### src/rtl/cnn_layer_accel_job_ctrl.sv
// Host-side job sequencer for one cnn_layer_accel quad: issues a job, streams the
// commanded pixel/weight word counts, drains results to a sink and closes the job.
module cnn_layer_accel_job_ctrl #(
    parameter int C_CNT_W  = 20,
    parameter int C_DATA_W = 128,
    parameter int C_RES_W  = 16
) (
    input  logic                clk_if,
    input  logic                rst,
    input  logic                cmd_valid,
    output logic                cmd_ready,
    input  logic [C_DATA_W-1:0] cmd_parameters,
    input  logic [C_CNT_W-1:0]  cmd_num_pixel_words,
    input  logic [C_CNT_W-1:0]  cmd_num_weight_words,
    input  logic [C_CNT_W-1:0]  cmd_num_results,
    output logic                job_start,
    input  logic                job_accept,
    output logic [C_DATA_W-1:0] job_parameters,
    input  logic                job_fetch_request,
    output logic                job_fetch_ack,
    output logic                job_fetch_complete,
    input  logic                job_complete,
    output logic                job_complete_ack,
    input  logic                pix_src_valid,
    output logic                pix_src_ready,
    input  logic [C_DATA_W-1:0] pix_src_data,
    input  logic                wgt_src_valid,
    output logic                wgt_src_ready,
    input  logic [C_DATA_W-1:0] wgt_src_data,
    output logic                pixel_valid,
    input  logic                pixel_ready,
    output logic [C_DATA_W-1:0] pixel_data,
    output logic                weight_valid,
    input  logic                weight_ready,
    output logic [C_DATA_W-1:0] weight_data,
    input  logic                result_valid,
    output logic                result_accept,
    input  logic [C_RES_W-1:0]  result_data,
    output logic                res_sink_valid,
    input  logic                res_sink_ready,
    output logic [C_RES_W-1:0]  res_sink_data,
    output logic                job_done,
    output logic                result_overflow
);

    typedef enum logic [2:0] {
        ST_IDLE       = 3'd0,
        ST_START      = 3'd1,
        ST_WAIT_FETCH = 3'd2,
        ST_STREAM     = 3'd3,
        ST_RUN        = 3'd4,
        ST_CMPL_ACK   = 3'd5
    } state_t;

    state_t state_r;
    state_t state_next_s;

    logic [C_CNT_W-1:0]  pix_cnt_r;
    logic [C_CNT_W-1:0]  wgt_cnt_r;
    logic [C_CNT_W-1:0]  res_cnt_r;
    logic [C_CNT_W-1:0]  lat_pix_r;
    logic [C_CNT_W-1:0]  lat_wgt_r;
    logic [C_DATA_W-1:0] param_r;

    logic cmd_ready_r;
    logic job_start_r;
    logic fetch_ack_r;
    logic fetch_complete_r;
    logic cmpl_ack_r;
    logic job_done_r;
    logic overflow_r;

    logic pix_live_s;
    logic wgt_live_s;
    logic res_open_s;
    logic pix_xfer_s;
    logic wgt_xfer_s;
    logic res_xfer_s;
    logic cmd_take_s;
    logic reload_s;
    logic pix_zero_s;
    logic wgt_zero_s;
    logic res_zero_s;

    assign pix_zero_s = (pix_cnt_r == {C_CNT_W{1'b0}});
    assign wgt_zero_s = (wgt_cnt_r == {C_CNT_W{1'b0}});
    assign res_zero_s = (res_cnt_r == {C_CNT_W{1'b0}});

    // Streams only open in STREAM and only while words remain for that stream
    assign pix_live_s = (state_r == ST_STREAM) & ~pix_zero_s;
    assign wgt_live_s = (state_r == ST_STREAM) & ~wgt_zero_s;
    assign res_open_s = (state_r != ST_IDLE);

    assign pixel_valid   = pix_src_valid & pix_live_s;
    assign pix_src_ready = pixel_ready & pix_live_s;
    assign pixel_data    = pix_src_data;
    assign weight_valid  = wgt_src_valid & wgt_live_s;
    assign wgt_src_ready = weight_ready & wgt_live_s;
    assign weight_data   = wgt_src_data;

    assign res_sink_valid = result_valid & res_open_s;
    assign result_accept  = res_sink_ready & res_open_s;
    assign res_sink_data  = result_data;

    assign pix_xfer_s = pix_src_valid & pixel_ready & pix_live_s;
    assign wgt_xfer_s = wgt_src_valid & weight_ready & wgt_live_s;
    assign res_xfer_s = result_valid & res_sink_ready & res_open_s;
    assign cmd_take_s = (state_r == ST_IDLE) & cmd_valid;
    assign reload_s   = (state_r == ST_RUN) & (state_next_s == ST_WAIT_FETCH);

    assign cmd_ready          = cmd_ready_r;
    assign job_start          = job_start_r;
    assign job_parameters     = param_r;
    assign job_fetch_ack      = fetch_ack_r;
    assign job_fetch_complete = fetch_complete_r;
    assign job_complete_ack   = cmpl_ack_r;
    assign job_done           = job_done_r;
    assign result_overflow    = overflow_r;

    // State register
    always_ff @(posedge clk_if or posedge rst) begin
        if (rst) begin
            state_r <= ST_IDLE;
        end else begin
            state_r <= state_next_s;
        end
    end

    // Next-state decode; completion takes priority over a new fetch pass in RUN
    always_comb begin
        state_next_s = state_r;
        case (state_r)
            ST_IDLE: begin
                if (cmd_valid) state_next_s = ST_START;
                else           state_next_s = ST_IDLE;
            end
            ST_START: begin
                if (job_accept) state_next_s = ST_WAIT_FETCH;
                else            state_next_s = ST_START;
            end
            ST_WAIT_FETCH: begin
                if (job_fetch_request) state_next_s = ST_STREAM;
                else                   state_next_s = ST_WAIT_FETCH;
            end
            ST_STREAM: begin
                if (pix_zero_s && wgt_zero_s) state_next_s = ST_RUN;
                else                          state_next_s = ST_STREAM;
            end
            ST_RUN: begin
                if (job_complete && res_zero_s) state_next_s = ST_CMPL_ACK;
                else if (job_fetch_request)     state_next_s = ST_WAIT_FETCH;
                else                            state_next_s = ST_RUN;
            end
            ST_CMPL_ACK: begin
                if (!job_complete) state_next_s = ST_IDLE;
                else               state_next_s = ST_CMPL_ACK;
            end
            default: state_next_s = ST_IDLE;
        endcase
    end

    // Control outputs registered from the upcoming state so they are glitch-free
    always_ff @(posedge clk_if or posedge rst) begin
        if (rst) begin
            cmd_ready_r      <= 1'b1;
            job_start_r      <= 1'b0;
            fetch_ack_r      <= 1'b0;
            fetch_complete_r <= 1'b0;
            cmpl_ack_r       <= 1'b0;
            job_done_r       <= 1'b0;
        end else begin
            cmd_ready_r      <= (state_next_s == ST_IDLE);
            job_start_r      <= (state_next_s == ST_START);
            fetch_ack_r      <= (state_r == ST_WAIT_FETCH) && (state_next_s == ST_STREAM);
            fetch_complete_r <= (state_r == ST_STREAM) && (state_next_s == ST_RUN);
            cmpl_ack_r       <= (state_next_s == ST_CMPL_ACK);
            job_done_r       <= (state_r == ST_CMPL_ACK) && (state_next_s == ST_IDLE);
        end
    end

    // Command latch: parameters and per-pass word counts kept for multi-pass reloads
    always_ff @(posedge clk_if or posedge rst) begin
        if (rst) begin
            param_r   <= {C_DATA_W{1'b0}};
            lat_pix_r <= {C_CNT_W{1'b0}};
            lat_wgt_r <= {C_CNT_W{1'b0}};
        end else if (cmd_take_s) begin
            param_r   <= cmd_parameters;
            lat_pix_r <= cmd_num_pixel_words;
            lat_wgt_r <= cmd_num_weight_words;
        end else begin
            param_r   <= param_r;
            lat_pix_r <= lat_pix_r;
            lat_wgt_r <= lat_wgt_r;
        end
    end

    // Pixel/weight remaining counters; a new fetch pass restores the commanded counts
    always_ff @(posedge clk_if or posedge rst) begin
        if (rst) begin
            pix_cnt_r <= {C_CNT_W{1'b0}};
            wgt_cnt_r <= {C_CNT_W{1'b0}};
        end else if (cmd_take_s) begin
            pix_cnt_r <= cmd_num_pixel_words;
            wgt_cnt_r <= cmd_num_weight_words;
        end else if (reload_s) begin
            pix_cnt_r <= lat_pix_r;
            wgt_cnt_r <= lat_wgt_r;
        end else begin
            pix_cnt_r <= pix_xfer_s ? (pix_cnt_r - {{(C_CNT_W-1){1'b0}}, 1'b1}) : pix_cnt_r;
            wgt_cnt_r <= wgt_xfer_s ? (wgt_cnt_r - {{(C_CNT_W-1){1'b0}}, 1'b1}) : wgt_cnt_r;
        end
    end

    // Result counter spans the whole job (not reloaded per pass); extra results flag overflow
    always_ff @(posedge clk_if or posedge rst) begin
        if (rst) begin
            res_cnt_r  <= {C_CNT_W{1'b0}};
            overflow_r <= 1'b0;
        end else if (cmd_take_s) begin
            res_cnt_r  <= cmd_num_results;
            overflow_r <= overflow_r;
        end else if (res_xfer_s && res_zero_s) begin
            res_cnt_r  <= res_cnt_r;
            overflow_r <= 1'b1;
        end else if (res_xfer_s) begin
            res_cnt_r  <= res_cnt_r - {{(C_CNT_W-1){1'b0}}, 1'b1};
            overflow_r <= overflow_r;
        end else begin
            res_cnt_r  <= res_cnt_r;
            overflow_r <= overflow_r;
        end
    end

endmodule

### config.mk
export PLATFORM = sky130hd
export DESIGN_NAME = cnn_layer_accel_job_ctrl
export DESIGN_NICKNAME = d
export VERILOG_FILES = /design/src/rtl/cnn_layer_accel_job_ctrl.sv
export SDC_FILE = /design/constraint.sdc
export NUM_CORES = 1
export LEC_CHECK = 0
export CAP_MARGIN = 20
export CORE_AREA = 5 5 344 346
export DETAILED_ROUTE_END_ITERATION = 8
export DIE_AREA = 0 0 349 351
export GPL_TIMING_DRIVEN = 1
export PLACE_DENSITY = 0.43
export SYNTH_ARGS = -nofsm -noshare
export SYNTH_HDL_FRONTEND = slang
export SYNTH_SLANG_ARGS = --single-unit
### constraint.sdc
create_clock -name clk_if -period 24.5 [get_ports clk_if]
set_input_delay 6.125 -clock clk_if [delete_from_list [all_inputs] [get_ports clk_if]]
set_output_delay 6.125 -clock clk_if [all_outputs]
set_load 0.005 [all_outputs]
==> results of run 1 <==
-- per-layer routing --
layer | up-vias | track usage, % | part of all wire, %
met5 | - | 1.334 | 0.51
met2 | 476 | 10.91 | 40
met4 | 8 | 4.416 | 5.5
met3 | 183 | 4.687 | 13
met1 | 4811 | 9.428 | 41
li1 | 4855 | - | -
-- where the power goes --
| group | switching (mW) | leakage [nW] | total (mW) | internal [mW] |
|---|---|---|---|---|
| logic | 0.218 | 3.74 | 0.516 | 0.298 |
| registers | 0.122 | 3.02 | 0.685 | 0.563 |
| clock network | 0.196 | 0.542 | 0.505 | 0.309 |
| total | 0.536 | 7.30 | 1.71 | 1.17 |
-- worst max path at each step --
stage / end / slack, ps
floorplan: job_complete_ack / 11850
global placement: pixel_valid / 11000
global route: pixel_valid / 10930
CTS: pixel_valid / 10990
detailed placement: pixel_valid / 11000
finish: pixel_valid / 10960
-- state kept, by name (all words and copies together) (netlist names), 3 cells and up --
name	cells
lat_pix_r	20
state_r	3
wgt_cnt_r	20
res_cnt_r	20
pix_cnt_r	20
lat_wgt_r	20
job_parameters	128
-- layout make-up --
type	count	area, um2	area share (%)
antenna	1	2.502	0.01464
clock buffer	50	1025	5.996
clock inverter	7	90.09	0.5272
inverter	44	172.7	1.010
multi-input combinational	911	4422	25.87
sequential	238	5957	34.86
tap	1524	1907	11.16
timing repair buffer	353	3513	20.56
-- layout by cell type, fill, tap and decap left out, types with 6 or more instances in the layout --
cell,instances
o21a_1,8
a21oi_1,35
o22a_1,6
o22ai_1,6
nand3_1,14
o31ai_1,6
nor4_1,12
o21ai_0,65
clkbuf_1,8
inv_1,43
nor3_1,34
buf_4,12
or3_1,6
clkbuf_16,37
and3_1,7
a21boi_0,9
or4_1,7
nand2_1,520
nand4_1,8
a31oi_1,27
a2bb2oi_1,15
dfrtp_1,237
nor2_1,45
clkdlybuf4s50_1,340
-- worst max-delay path: stages --
cell	delay [ps]
clkdlybuf4s50_1	570
and3_1	200
clkdlybuf4s50_1	520
-- cells by family after synthesis --
group | share of synthesized area, %
and+or+nand+nor | 22.52
adders and majority gates | 0.4872
buffers and inverters | 19.34
DFF | 46.39
AOI/OAI and AO/OA | 10.91
xor gates and xnor gates | 0.2729
muxes | 0.07795
-- stage by stage --
step                      cells  hold WS [ps]  util [%]  cell area (um2)  power (mW)
after CTS                  3127         467.9     14.84            17090       1.751
after global routing       3127         487.8     14.84            17090       1.842
final                      3128         460.8     14.85            17090       1.706
after detailed placement   3070         455.2     13.88            15970       1.215
after global placement     3070         452.9     13.88            15970       1.214
after floorplan            1531         438.5         -            12840      0.9169
==> impl_metrics.env, run 1 <==
export IMPL_hold_path_class="flop to flop"
export IMPL_num_io_pins=885
export IMPL_critPathLaunch="pix_src_valid"
export IMPL_synth_most_common_cell="nand2_1"
export IMPL_floorplan_initialDensity_pct=11.16
export IMPL_cts_tree="yes"
export IMPL_insertion_delay_ps=550
export IMPL_setup_slack_ps=10960
export IMPL_worstPathRequired_ps=18380
export IMPL_vias=10330
export IMPL_dp_hpwl_um=36930
export IMPL_die_w_um=349
export IMPL_overflow=0
export IMPL_cp_end_kind="primary output"
export IMPL_cts_setup_buffers=0
export IMPL_drtIter0Drc=487
export IMPL_fmax_mhz=73.86
export IMPL_grt_start_max_net_pins=112
export IMPL_cp_max_fo=3
export IMPL_synth_enable_flop_cells=0
export IMPL_postCtsHoldBufs=0
export IMPL_async_flop_share_pct=100.0
export IMPL_worstSetupPathType="primary input to primary output"
export IMPL_syn_inst=1531
export IMPL_synth_top_flop_cell="dfrtp_1"
export IMPL_nNetsFinal=2059
export IMPL_clockBufferDepth=3
export IMPL_root_buffer="clkbuf_16"
export IMPL_viasPerCell=3.303
export IMPL_wirelength_um=50010
export IMPL_area_growth_pct=33.08
export IMPL_dieArea_um2=122500
export IMPL_dp_slack_ps=11000
export IMPL_die_h_um=351
export IMPL_slew_headroom_pct=28.63
export IMPL_h_tree_depth=2
export IMPL_hold_violations=0
export IMPL_slew_viol_final=0
export IMPL_yosysSeqAreaShare_pct=46.39
export IMPL_min_from="result_overflow"
export IMPL_tightest_slew_ps=1069
export IMPL_min_to="result_overflow"
export IMPL_drv_cap=0
export IMPL_cts_num_sinks=238
export IMPL_tns_ps=0
export IMPL_synth_area_leader_cell="dfrtp_1"
export IMPL_dr_pass1_iters=5
export IMPL_antenna_found_initial=7
export IMPL_fillCellCount=13150
export IMPL_worst_r2r_path_depth=6
export IMPL_wl_per_cell_um=15.99
export IMPL_rows=125
export IMPL_rsz0062_at_grt="no"
export IMPL_io_buffers=340
export IMPL_grt_pass1_vias=10670
export IMPL_yosys_register_bits=238
export IMPL_outcome="completed"
export IMPL_grt_pass1_wl_um=72490
export IMPL_peakVddDrop_v=0.00005341
export IMPL_syn_area_um2=12840
export IMPL_drive_gt1_share_pct=5.115
export IMPL_setup_viol=0
export IMPL_r2r_slack_ps=20970
export IMPL_synth_net_count=2008
export IMPL_critPathArrivalTime_ps=7410
export IMPL_leakage_nw=7.301
export IMPL_cts_made_buffers=34
export IMPL_yosysWarnings=0
export IMPL_clk_pin_slew_ps=50
export IMPL_synth_top_area_share_pct=46.19
export IMPL_min_path_cells=1
export IMPL_period_share_pct=55.26
export IMPL_skew_ps=14.75
export IMPL_period_minus_slack_ps=13540
export IMPL_post_cts_resized=0
export IMPL_syn_avg_cell_area_um2=8.387
export IMPL_synth_area_top_cells="dfrtp_1 46%, buf_4 16%, nand2_1 15%"
export IMPL_route_detailed_drc=0
export IMPL_worstReg2RegEnd="wgt_cnt_r[11]"
export IMPL_fp_coreArea_um2=115100
export IMPL_grt_use_total_pct=7.929
export IMPL_place_congestion=0.7447
export IMPL_synthTopCellsByCount="521 x nand2_1, 272 x buf_4, 237 x dfrtp_1, 66 x o21ai_0"
export IMPL_p_per_area_nw_per_um2=99.84
export IMPL_r2r_start="state_r[0]"
export IMPL_postRouteAntennaNets=0
export IMPL_ys_types=65
export IMPL_start_kind="primary input"
Power figures use the tool's default switching activity.
==> run 2, diff against run 1 <==
Settings changed: CORE_AREA 5 5 344 346 to 5 5 342 344, DIE_AREA 0 0 349 351 to 0 0 347 349, PLACE_DENSITY 0.43 to 0.45.
Clock period 24.5 ns to 11.9 ns, I/O delays scaled along.
==> run 2 against run 1 <==
Against the previous run:
- flip-flop and latch count stayed put
- count of clock-buffer cells in the layout rose by 1
- final area is 0.78% higher
- largest cell class unchanged
==> impl_metrics.env, run 2 (same netlist as run 1, synthesis figures left out) <==
export IMPL_dp_slack_ps=4731
export IMPL_post_cts_resized=0
export IMPL_slowest_stage="clkdlybuf4s50_1"
export IMPL_cp_cell_sequence="clkdlybuf4s50_1 -> and3_1 -> clkdlybuf4s50_1"
export IMPL_postRouteAntennaNets=0
export IMPL_worst_r2r_path_depth=7
export IMPL_cp_max_fo=3
export IMPL_grt_start_max_net_pins=114
export IMPL_cp_end_kind="primary output"
export IMPL_num_io_pins=885
export IMPL_grt_use_total_pct=7.650
export IMPL_grt_pass1_vias=10450
export IMPL_tns_ps=0
export IMPL_final_cells=3126
export IMPL_cts_setup_buffers=0
export IMPL_period_minus_slack_ps=7194
export IMPL_power_mw=3.591
export IMPL_dp_hpwl_um=35160
export IMPL_floorplan_initialDensity_pct=11.31
export IMPL_slowest_delay_ps=550
export IMPL_holdWs_ps=465.4
export IMPL_largest_reg_flops=128
export IMPL_critPathArrivalTime_ps=4220
export IMPL_vias=10250
export IMPL_h_tree_depth=2
export IMPL_antenna_found_initial=4
export IMPL_worstSetupPathType="primary input to primary output"
export IMPL_min_path_cells=2
export IMPL_drtIter0Drc=703
export IMPL_route_detailed_drc=0
export IMPL_cts_num_sinks=238
export IMPL_die_w_um=347
export IMPL_peakVddDrop_v=0.0001054
export IMPL_tightest_slew_ps=1180
export IMPL_place_inst=3059
export IMPL_dr_pass1_iters=7
export IMPL_hold_path_class="flop to flop"
export IMPL_drv_cap=0
export IMPL_root_buffer="clkbuf_16"
export IMPL_dieArea_um2=121100
export IMPL_cts_tree="yes"
export IMPL_place_congestion=0.7272
export IMPL_die_h_um=349
export IMPL_rsz0062_at_grt="no"
export IMPL_p_per_area_nw_per_um2=208.5
export IMPL_nNetsFinal=2061
export IMPL_grt_pass1_wl_um=70170
export IMPL_clockBufferDepth=3
export IMPL_postCtsHoldBufs=0
export IMPL_io_buffers=340
export IMPL_drive_gt1_share_pct=5.773
export IMPL_period_share_pct=60.45
export IMPL_wirelength_um=48080
export IMPL_wl_per_cell_um=15.38
export IMPL_fmax_mhz=139.0
export IMPL_final_common_cell="nand2_1"
export IMPL_fp_coreArea_um2=113600
export IMPL_overflow=0
export IMPL_rows=124
export IMPL_skew_ps=36.99
export IMPL_clk_pin_slew_ps=60
export IMPL_slew_viol_final=0
export IMPL_setup_slack_ps=4706
export IMPL_viasPerCell=3.280
export IMPL_setup_viol=0
export IMPL_worstPathRequired_ps=8930
export IMPL_hold_violations=0
export IMPL_leakage_nw=7.386
export IMPL_slew_headroom_pct=21.14
export IMPL_cts_made_buffers=35
export IMPL_start_kind="primary input"
export IMPL_area_growth_pct=34.12
export IMPL_outcome="completed"
export IMPL_insertion_delay_ps=590
export IMPL_final_cell_mix="520 x nand2_1, 340 x clkdlybuf4s50_1, 237 x dfrtp_1"
export IMPL_critPathMostFrequentCell="clkdlybuf4s50_1"
export IMPL_fillCellCount=12920
-- run 2: report_power, final --
group          switching (mW)  internal (mW)  total [mW]
Sequential              0.248           1.16        1.41
Combinational           0.443          0.615        1.06
Clock                   0.448          0.679        1.13
-- run 2: critical path: cells and delay by family --
| family | cells | cell delay (ps) |
|---|---|---|
| buffers and inverters | 2 | 1070 |
| AND/OR/NAND/NOR | 1 | 180 |
-- run 2: final cells by class --
type | instances | area [um2] | share of cell area (%)
Sequential cell | 238 | 5957 | 34.59
Clock inverter | 13 | 209.0 | 1.213
Antenna cell | 3 | 7.507 | 0.04359
Clock buffer | 51 | 1036 | 6.015
Tap cell | 1512 | 1892 | 10.98
Inverter | 44 | 172.7 | 1.003
Multi-Input combinational cell | 911 | 4428 | 25.71
Timing Repair Buffer | 354 | 3521 | 20.44
-- run 2: through the flow --
step / util (%) / cell area, um2
floorplan: - / 12840
global placement: 14.06 / 15970
detailed placement: 14.06 / 15970
CTS: 15.16 / 17220
global route: 15.16 / 17220
finish: 15.17 / 17220
-- run 2: metal layers --
layer	wire length (um)	part of all wire, %	track usage [%]
met4	2246	4.7	3.444
met1	20320	42	9.394
met5	206	0.43	1.177
met2	19540	41	10.56
met3	5770	12	4.537
-- run 2: worst paths after layout --
kind                         startpoint                  to  slack (ps)
max in group asynchronous           rst        lat_pix_r[0]        7760
hold / removal             lat_pix_r[2]        lat_pix_r[2]         470
hold reg to reg            lat_pix_r[2]        lat_pix_r[2]         470
min in group asynchronous           rst  job_parameters[50]        2840
setup / recovery            pixel_ready       pix_src_ready        4710
setup reg to reg             state_r[0]       res_cnt_r[12]        8240
==> run 3, diff against run 2 <==
Settings changed: CORE_AREA 5 5 342 344 to 5 5 338 340, DIE_AREA 0 0 347 349 to 0 0 343 345, PLACE_DENSITY 0.45 to 0.44.
Clock period 11.9 ns to 7.16 ns, I/O delays scaled along.
==> run 3 against run 2 <==
Against the previous run:
- flip-flop and latch count unchanged
- register-to-register slack lost 4400 ps
- highest routed layer unchanged
- total power grew 63%
- cell count shrank 0.42%
- final area fell by 0.37%
- non-clock buffer count increased by 1
- utilization increased by 0.26 points
- clock skew is 15 ps lower
- via count increased by 0.98%
- critical path type is now flop to primary output
- wire length increased by 3.6%
==> impl_metrics.env, run 3 (same netlist as run 1, synthesis figures left out) <==
export IMPL_rsz0062_at_grt="no"
export IMPL_cts_setup_buffers=0
export IMPL_grt_pass1_wl_um=72430
export IMPL_final_util_pct=15.42
export IMPL_grt_pass1_vias=10590
export IMPL_tns_ps=0
export IMPL_peakVddDrop_v=0.0001821
export IMPL_die_h_um=345
export IMPL_fillCellCount=12640
export IMPL_period_share_pct=68.87
export IMPL_critPathArrivalTime_ps=3140
export IMPL_power_mw=5.850
export IMPL_place_congestion=0.7291
export IMPL_drtIter0Drc=357
export IMPL_rows=123
export IMPL_postPlaceCellArea_um2=15990
export IMPL_cpLargestDelayFamily="simple AND/OR/NAND/NOR gates"
export IMPL_slew_viol_final=0
export IMPL_p_per_area_nw_per_um2=340.9
export IMPL_outcome="completed"
export IMPL_h_tree_depth=2
export IMPL_postRouteAntennaNets=0
export IMPL_hold_path_class="flop to flop"
export IMPL_cts_tree="yes"
export IMPL_fp_coreArea_um2=111300
export IMPL_route_detailed_drc=0
export IMPL_viasPerCell=3.325
export IMPL_grt_start_max_net_pins=118
export IMPL_cts_made_buffers=34
export IMPL_clockBufferDepth=3
export IMPL_floorplan_initialDensity_pct=11.54
export IMPL_final_common_cell="nand2_1"
export IMPL_slowest_stage="or3_1"
export IMPL_period_minus_slack_ps=4931
export IMPL_slew_headroom_pct=28.22
export IMPL_final_cell_area_um2=17160
export IMPL_cp_end_kind="primary output"
export IMPL_fmax_mhz=202.8
export IMPL_slowest_delay_ps=610
export IMPL_io_buffers=340
export IMPL_drive_gt1_share_pct=5.652
export IMPL_hold_violations=0
export IMPL_wl_per_cell_um=16.00
export IMPL_setup_viol=0
export IMPL_cp_cell_sequence="inv_1 -> ha_1 -> nor3b_1 -> nand3_1 -> or3_1 -> and3_1 -> clkdlybuf4s50_1"
export IMPL_die_w_um=343
export IMPL_min_from="lat_pix_r[2]"
export IMPL_dp_hpwl_um=36670
export IMPL_grt_use_total_pct=8.140
export IMPL_r2r_start="state_r[1]"
export IMPL_area_growth_pct=33.63
export IMPL_nNetsFinal=2061
export IMPL_num_io_pins=885
export IMPL_largest_reg_flops=128
export IMPL_worst_path_buf_inv=2
export IMPL_final_cell_mix="520 x nand2_1, 340 x clkdlybuf4s50_1, 237 x dfrtp_1"
export IMPL_insertion_delay_ps=560
export IMPL_dp_slack_ps=2371
export IMPL_dr_pass1_iters=5
export IMPL_wirelength_um=49800
export IMPL_antenna_found_initial=6
export IMPL_critPathLaunch="pix_cnt_r[0]"
export IMPL_leakage_nw=7.345
export IMPL_dieArea_um2=118300
export IMPL_vias=10350
export IMPL_tightest_slew_ps=1076
export IMPL_overflow=0
export IMPL_cts_num_sinks=238
export IMPL_post_cts_resized=0
export IMPL_clk_pin_slew_ps=50
export IMPL_setup_slack_ps=2229
export IMPL_postCtsHoldBufs=0
export IMPL_drv_cap=0
export IMPL_worstPathRequired_ps=5370
export IMPL_worstSetupPathType="flop to primary output"
export IMPL_root_buffer="clkbuf_16"
export IMPL_cp_max_fo=7
export IMPL_skew_ps=22.32
export IMPL_start_kind="flop"
run 3: power by group:
group / total (mW) / switching [mW] / internal [mW]
Combinational: 1.78 / 0.758 / 1.03
Sequential: 2.33 / 0.407 / 1.93
Clock: 1.73 / 0.687 / 1.05
Total: 5.85 / 1.85 / 4.00
run 3: worst paths after layout:
path                       slack [ps]  cells after the start                 end
max                              2230                      7         pixel_valid
min                               470                      2        lat_pix_r[2]
min reg2reg                       470                      2        lat_pix_r[2]
min in group asynchronous        1630                      2  job_parameters[85]
max reg2reg                      3880                      7       wgt_cnt_r[11]
max in group asynchronous        4340                      3        pix_cnt_r[9]
run 3: area by class of cell:
cell class / instances / area, um2 / area share, %
timing repair buffer: 355 / 3586 / 20.90
multi-input combinational: 911 / 4428 / 25.81
sequential: 238 / 5957 / 34.72
clock inverter: 12 / 133.9 / 0.7802
tap: 1500 / 1877 / 10.94
inverter: 44 / 168.9 / 0.9844
antenna: 3 / 7.507 / 0.04375
clock buffer: 50 / 1001 / 5.833
run 3: metrics by stage:
step | std cells | hold slack, ps
final | 3113 | 468.0
after global routing | 3110 | 485.9
after CTS | 3109 | 473.0
after detailed placement | 3047 | 455.8
after global placement | 3047 | 452.9
after floorplan | 1531 | 438.5
run 3: layer usage:
metal | track usage [%] | vias up | share of wire [%]
met5 | 1.675 | - | 0.58
met4 | 3.967 | 10 | 4.5
met3 | 3.903 | 154 | 11
met2 | 11.19 | 517 | 40
met1 | 10.44 | 4802 | 44
li1 | - | 4869 | -
run 3: worst min-delay path: stages, from the launching register on:
cell     delay (ps)
dfrtp_1         340
nand2_1          50
nand2_1          50
